--- src/rtl/ham_dec_pipe.sv ---
// ham_dec_pipe: two-stage pipelined SEC decoder for the 17-bit Hamming
// codeword (12 info bits + 5 parity bits at positions 1, 2, 4, 8, 16).
//
// Stage 1 registers the received word with its syndrome. Stage 2 corrects
// a single-bit error (syndrome 1..17), passes the word through untouched for
// syndromes 18..31 (flagged uncorrectable), extracts the info bits and holds
// the result until the sink takes it. Saturating counters tally corrected and
// uncorrectable results as they are delivered.
//
// Ports:
//   clk, rst              rising-edge clock, synchronous active-high reset
//   in_valid / in_ready   input handshake, codeword[16:0] (bit i = position i+1)
//   out_valid / out_ready output handshake
//   info_bits[11:0]       decoded info bits
//   syndrome[4:0]         syndrome of the received word (0 = clean)
//   err_corr, err_uncorr  single error corrected / uncorrectable syndrome
//   cnt_clr               synchronous clear of both counters
//   corr_cnt, uncorr_cnt  saturating counts of flagged results delivered
module ham_dec_pipe #(
  parameter int CNT_W = 16
) (
  input  logic             clk,
  input  logic             rst,
  input  logic             in_valid,
  output logic             in_ready,
  input  logic [16:0]      codeword,
  output logic             out_valid,
  input  logic             out_ready,
  output logic [11:0]      info_bits,
  output logic [4:0]       syndrome,
  output logic             err_corr,
  output logic             err_uncorr,
  input  logic             cnt_clr,
  output logic [CNT_W-1:0] corr_cnt,
  output logic [CNT_W-1:0] uncorr_cnt
);

  // XOR of the positions of all set bits; equals the per-bit parity checks.
  function automatic logic [4:0] calcSyndrome(input logic [16:0] cw);
    logic [4:0] s;
    s = '0;
    for (int i = 0; i < 17; i++) begin
      if (cw[i]) s = s ^ 5'(i + 1);
    end
    return s;
  endfunction

  logic             s1V_q;
  logic [16:0]      s1Cw_q;
  logic [4:0]       s1Syn_q;

  logic             outValid_q;
  logic [11:0]      info_q;
  logic [4:0]       syn_q;
  logic             corr_q;
  logic             uncorr_q;
  logic [CNT_W-1:0] corrCnt_q;
  logic [CNT_W-1:0] uncorrCnt_q;

  logic             advance;
  logic             inXfer;
  logic             outXfer;
  logic [16:0]      flipMask_d;
  logic [16:0]      fixedCw_d;
  logic [11:0]      info_d;
  logic             corr_d;
  logic             uncorr_d;

  // Stage 2 takes new data when it is empty or being drained this cycle.
  assign advance  = s1V_q && (!outValid_q || out_ready);
  assign in_ready = !s1V_q || !outValid_q || out_ready;
  assign inXfer   = in_valid && in_ready;
  assign outXfer  = outValid_q && out_ready;

  // Syndromes 18..31 match no position, so the mask stays zero for them.
  always_comb begin
    flipMask_d = '0;
    for (int i = 0; i < 17; i++) begin
      flipMask_d[i] = (s1Syn_q == 5'(i + 1));
    end
    fixedCw_d = s1Cw_q ^ flipMask_d;
    info_d    = {fixedCw_d[16], fixedCw_d[14:8], fixedCw_d[6:4], fixedCw_d[2]};
    corr_d    = (s1Syn_q != 5'd0) && (s1Syn_q <= 5'd17);
    uncorr_d  = (s1Syn_q >= 5'd18);
  end

  always_ff @(posedge clk) begin
    if (rst) begin
      s1V_q   <= 1'b0;
      s1Cw_q  <= '0;
      s1Syn_q <= '0;
    end else if (inXfer) begin
      s1V_q   <= 1'b1;
      s1Cw_q  <= codeword;
      s1Syn_q <= calcSyndrome(codeword);
    end else if (advance) begin
      s1V_q   <= 1'b0;
    end
  end

  // Result register holds while the sink stalls.
  always_ff @(posedge clk) begin
    if (rst) begin
      outValid_q <= 1'b0;
      info_q     <= '0;
      syn_q      <= '0;
      corr_q     <= 1'b0;
      uncorr_q   <= 1'b0;
    end else if (advance) begin
      outValid_q <= 1'b1;
      info_q     <= info_d;
      syn_q      <= s1Syn_q;
      corr_q     <= corr_d;
      uncorr_q   <= uncorr_d;
    end else if (out_ready) begin
      outValid_q <= 1'b0;
    end
  end

  // Clear has priority over a same-cycle increment.
  always_ff @(posedge clk) begin
    if (rst || cnt_clr) begin
      corrCnt_q   <= '0;
      uncorrCnt_q <= '0;
    end else if (outXfer) begin
      if (corr_q && (corrCnt_q != '1))
        corrCnt_q <= corrCnt_q + CNT_W'(1);
      if (uncorr_q && (uncorrCnt_q != '1))
        uncorrCnt_q <= uncorrCnt_q + CNT_W'(1);
    end
  end

  assign out_valid  = outValid_q;
  assign info_bits  = info_q;
  assign syndrome   = syn_q;
  assign err_corr   = corr_q;
  assign err_uncorr = uncorr_q;
  assign corr_cnt   = corrCnt_q;
  assign uncorr_cnt = uncorrCnt_q;

endmodule

--- config.mk ---
export PLATFORM = sky130hd
export DESIGN_NAME = ham_dec_pipe
export DESIGN_NICKNAME = d
export VERILOG_FILES = /design/src/rtl/ham_dec_pipe.sv
export SDC_FILE = /design/constraint.sdc
export NUM_CORES = 1
export LEC_CHECK = 0
export CORE_UTILIZATION = 54
export DETAILED_ROUTE_END_ITERATION = 16
export MAX_ROUTING_LAYER = met4
export PLACE_DENSITY = 0.84
export SLEW_MARGIN = 20
export SYNTH_ARGS = -nofsm -noshare
export SYNTH_HDL_FRONTEND = slang
export SYNTH_SLANG_ARGS = --single-unit
--- constraint.sdc ---
create_clock -name clk -period 2.8 [get_ports clk]
set_input_delay 0.42 -clock clk [delete_from_list [all_inputs] [get_ports clk]]
set_output_delay 0.42 -clock clk [all_outputs]
set_load 0.01 [all_outputs]
==> flow_summary.ini, run 1 <==
[pwr]
sw_frac_of_total_pct = 24.2
p_sw_uw = 566
p_comb_share_pct = 12.0
vdd_drop_max_mv = 0.336
p_clk_share_pct = 41.8
powerDensity_mw_per_mm2 = 525
p_int_mw = 1.77
power_mw = 2.34
p_seq_share_pct = 46.2
power_leakage_nw = 1.46

[run_status]
status = finished, final reports clean

[floorplan]
rows = 28
fp.dieH_um = 81.7
die_w_um = 81.7
start_util_pct = 56.9
io-pin-count = 75
fp.dieArea_mm2 = 0.00667
coreArea_mm2 = 0.00603

[synth]
ys.warnings.count = 0
synthFlopType = dfxtp_1
synth-xor-area-share_pct = 9.78
synth_edf_count = 0
avgSynthCellArea_um2 = 8.28
synthAdderAreaFrac_pct = 0.730
synthMuxAreaShare_pct = 0.292
synth_top_family_by_area = simple AND/OR/NAND/NOR gates
synth_compound_area_share_pct = 17.4
synth-simple-area-share_pct = 27.6
ys_types = 41
synthCells = 414
synth-seq-cells = 70
async_flop_share_pct = 0
synth_area_mm2 = 0.00343
seq_area_frac_synth_pct = 40.9
synth_nets = 438

[worst_setup_path]
cp-end-kind = primary output
crit_type = primary input to primary output
cp.required_ns = 2.38
crit_path_max_fanout = 6
startpoint_type = primary input
critPathArrivalTime_ns = 1.91

[finish]
finalNetCount = 504
post-route-cell-area_mm2 = 0.00445
drive_above_1_share_pct = 4.74
layout_commonest_cell = clkdlybuf4s50_1
fin_cells = 560
diodes = 0
final_cell_mix = 74 x clkdlybuf4s50_1, 70 x dfxtp_1, 59 x nand2_1
nFillCells = 468
utilization_pct = 73.9
area_growth_pct = 29.9

[route]
drtAntennaViolNets = 0
wl_met1_mm = 3.57
wl_per_cell_um = 14.6
wl_met3_um = 419
drc_errors = 0
wl_mm = 8.17
drt_iter0_drc = 152
met2_length_mm = 3.99
vias_per_cell = 5.96
top_layer = met4
firstDrtPassIters = 5
num_vias = 3336

[global_routing]
antenna_found_initial = 0
grt_overflow = 0
grt_pass1_wl_mm = 13.0
grtUsageTotal_pct = 26.2
grt_max_degree = 43
grt_pass1_vias = 2893

[sta]
hold_violations = 0
slew_headroom_pct = 40.5
slew_violations = 0
fin_ws_ns = 0.468
setup-tns-final_ns = 0
clock_skew_ns = 0.00778
setup_viol = 0
period_share_pct = 83.3
period_minus_slack_ns = 2.33
whs_ns = 0.471
max_freq_mhz = 429
tightest_slew_ns = 0.884
rsz0062_at_grt = false

[placed_design]
placed_area_mm2 = 0.00422
place.port_buffers = 74
hpwl_mm = 5.80
place_inst = 544
place_ws_ns = 0.412
routabilityCongestion = 0.853

[cts]
cts_resized = 0
cts_tree = done
cts.sinks = 70
clock_latency_ns = 0.35
ctsHtreeMaxLevel = 3
clockBufferDepth = 2
clk_pin_slew_ns = 0.07
cts_root_buffer = clkbuf_8
postCtsHoldBufs = 0
cts_setup_buffers = 0
cts_buffers = 9

[job]
drv_cap = 0

[hold_path]
min_path_type = flip-flop to flip-flop
==> registers in the layout, indices dropped and copies added (netlist names) <==
register,flops
err_corr,1
syndrome,5
info_bits,12
corr_cnt,16
s1Syn_q,5
err_uncorr,1
s1V_q,1
s1Cw_q,12
uncorr_cnt,16
out_valid,1
==> cell type report <==
cell class | count | area, um^2 | area share [%]
Inverter | 6 | 22.5 | 0.506
Multi-Input combinational cell | 315 | 1910 | 43.0
Sequential cell | 70 | 1400 | 31.5
Tap cell | 75 | 93.8 | 2.11
Clock inverter | 7 | 113 | 2.53
Timing Repair Buffer | 78 | 783 | 17.6
Clock buffer | 9 | 124 | 2.78
==> power groups by stage <==
stage	clock network (mW)	registers [mW]	logic (mW)
final	0.976	1.08	0.279
after detailed placement	0	1.10	0.278
after CTS	0.981	1.08	0.280
after global placement	0	1.10	0.271
after floorplan	0	1.08	0.182
after global routing	1.02	1.08	0.304
==> Yosys cell counts, drive strengths merged, types with 2 or more instances <==
master   n  share of area, %
xor2    12               3.1
o31ai   12               2.6
nand4   11               2.2
nor2b    4              0.73
a31oi    3              0.55
clkbuf  17               1.9
and3     5              0.91
or3      9               1.6
and4     5               1.3
inv      6              0.66
buf      6              0.73
ha       2              0.73
o31a     3              0.77
xnor3    4               2.6
nand2   59               6.5
dfxtp   70                41
o21ai   10               1.5
nand3b   2              0.44
xnor2   16               4.1
o41ai    3              0.77
or4     16               3.5
a21oi   43               6.3
o311ai   2              0.51
and2     4              0.73
nor3     6               1.0
nand3   23               3.4
nor2    29               3.2
nor4     6               1.1
a211oi  17               3.7
==> routing by layer <==
metal	GRT usage [%]	vias up
met4	11.2	0
li1	-	1661
met2	43.4	125
met3	5.89	22
met1	30.3	1528
met5	-	-
==> worst max-delay path: stages <==
cell and delay [ns]:
clkdlybuf4s50_1 0.57, nand2b_1 0.22, nor2_1 0.07, inv_1 0.09, clkdlybuf4s50_1 0.54
==> kinds of logic after synthesis <==
group / after synthesis
mux: 1
flops: 70
buf+inv: 29
xor+xnor: 32
simple gates: 184
compound gates: 96
fa+ha+maj: 2
==> path summary, 6_finish.rpt <==
kind,startpoint,endpoint,slack (ns),cells after the start
hold / removal,s1Cw_q[2],s1Cw_q[2],0.47,2
setup / recovery,out_ready,in_ready,0.47,5
setup reg to reg,uncorr_cnt[0],uncorr_cnt[14],0.82,5
hold reg to reg,s1Cw_q[2],s1Cw_q[2],0.47,2
(Power assumes the default switching activity.)
==> inputs of run 2 (changes only) <==
--- a/config.mk
+++ b/config.mk
@@ -5,10 +5,10 @@
 export SDC_FILE = /design/constraint.sdc
 export NUM_CORES = 1
 export LEC_CHECK = 0
-export CORE_UTILIZATION = 54
+export CORE_UTILIZATION = 51
 export DETAILED_ROUTE_END_ITERATION = 16
 export MAX_ROUTING_LAYER = met4
-export PLACE_DENSITY = 0.84
+export PLACE_DENSITY = 0.8
 export SLEW_MARGIN = 20
 export SYNTH_ARGS = -nofsm -noshare
 export SYNTH_HDL_FRONTEND = slang
==> constraint.sdc (replaced) <==
create_clock -name clk -period 2.43 [get_ports clk]
set_input_delay 0.3645 -clock clk [delete_from_list [all_inputs] [get_ports clk]]
set_output_delay 0.3645 -clock clk [all_outputs]
set_load 0.01 [all_outputs]
==> flow_summary.ini, run 2 (same netlist as run 1, synthesis figures left out) <==
[global_routing]
grt_max_degree = 41
grtUsageTotal_pct = 24.8
grt_pass1_wl_mm = 13.7
antenna_found_initial = 0
grt_overflow = 0
grt_pass1_vias = 3054

[route]
wl_per_cell_um = 14.2
firstDrtPassIters = 10
vias_per_cell = 5.80
drt_iter0_drc = 195
drc_errors = 14
wl_mm = 8.06
num_vias = 3283
drtAntennaViolNets = 0

[finish]
area_growth_pct = 29.8
finalNetCount = 508
utilization_pct = 69.3
final_cell_mix = 74 x clkdlybuf4s50_1, 70 x dfxtp_1, 59 x nand2_1
diodes = 0
layout_commonest_cell = clkdlybuf4s50_1
drive_above_1_share_pct = 5.32
fin_cells = 566
post-route-cell-area_mm2 = 0.00445

[cts]
cts_root_buffer = clkbuf_8
clock_latency_ns = 0.35
ctsHtreeMaxLevel = 3
postCtsHoldBufs = 0
cts_buffers = 9
cts_resized = 0
cts_tree = done
clk_pin_slew_ns = 0.08
clockBufferDepth = 2
cts.sinks = 70
cts_setup_buffers = 0

[floorplan]
rows = 29
io-pin-count = 75
die_w_um = 84.0
fp.dieH_um = 84.0
fp.dieArea_mm2 = 0.00705
coreArea_mm2 = 0.00642
start_util_pct = 53.4

[sta]
setup_viol = 0
slew_headroom_pct = 57.9
clock_skew_ns = 0.00963
slew_violations = 0
setup-tns-final_ns = 0
hold_violations = 0
rsz0062_at_grt = false
period_minus_slack_ns = 2.20
tightest_slew_ns = 0.626
period_share_pct = 90.6
max_freq_mhz = 454
fin_ws_ns = 0.228

[run_status]
status = complete, but fails checks
violations = design-rule violations

[pwr]
sw_frac_of_total_pct = 24.9
p_comb_share_pct = 12.3
power_leakage_nw = 1.46
p_int_mw = 1.94
powerDensity_mw_per_mm2 = 580
p_clk_share_pct = 39.5
p_seq_share_pct = 48.2
p_sw_uw = 642
vdd_drop_max_mv = 0.315

[job]
drv_cap = 0

[worst_setup_path]
cp-end-kind = primary output
cp.required_ns = 2.07
crit_path_max_fanout = 6
crit_type = primary input to primary output
startpoint_type = primary input
critPathArrivalTime_ns = 1.84

[placed_design]
place_inst = 550
placed_area_mm2 = 0.00424
hpwl_mm = 5.90
place.port_buffers = 74
routabilityCongestion = 0.836
place_ws_ns = 0.159

[hold_path]
min_path_type = flip-flop to flip-flop
## run 2: cell count changes in the layout (fill, tap and decap cells not counted), sizes merged
cell,delta
bufinv,-1
clkbuf,+1
buf,+4
## run 2: critical path, cell delays in order
cell and delay [ns]:
clkdlybuf4s50_1 0.57, nand2b_1 0.21, nor2_1 0.07, inv_1 0.09
clkdlybuf4s50_1 0.54
## run 2: power groups by stage
stage,clock network [mW],logic [mW],registers [mW]
after floorplan,0,0.210,1.25
after global placement,0,0.314,1.27
after detailed placement,0,0.319,1.27
after CTS,1.04,0.322,1.24
after global routing,1.10,0.351,1.25
final,1.02,0.319,1.24
## run 2: per-stage QoR
| stage | hold slack, ns | power, mW |
|---|---|---|
| after floorplan | 0.448 | 1.46 |
| final | 0.460 | 2.58 |
| after detailed placement | 0.454 | 1.59 |
| after global routing | 0.487 | 2.70 |
| after global placement | 0.449 | 1.58 |
| after CTS | 0.465 | 2.60 |
## run 2: area by class of cell
cell class,count,area [um^2]
tap,77,96.3
multi-input combinational,315,1910
timing repair buffer,82,801
clock inverter,6,86.3
clock buffer,10,128
fill,522,1970
inverter,6,22.5
sequential,70,1400
## run 2: final timing paths
kind                  from             end  slack [ns]  cells after the start
max              out_ready        in_ready        0.23                      5
min            syndrome[1]     syndrome[1]        0.46                      2
max reg2reg  uncorr_cnt[0]  uncorr_cnt[10]        0.53                      5
min reg2reg    syndrome[1]     syndrome[1]        0.46                      2
## run 2: layer usage
metal	GRT usage [%]	share of wire (%)	wire length (um)	vias to the layer above
met2	42.5	50	4050	87
met5	-	0	0	-
li1	-	-	-	1661
met3	5.93	4.4	355	10
met1	29.1	44	3560	1525
met4	6.58	1.2	94	0
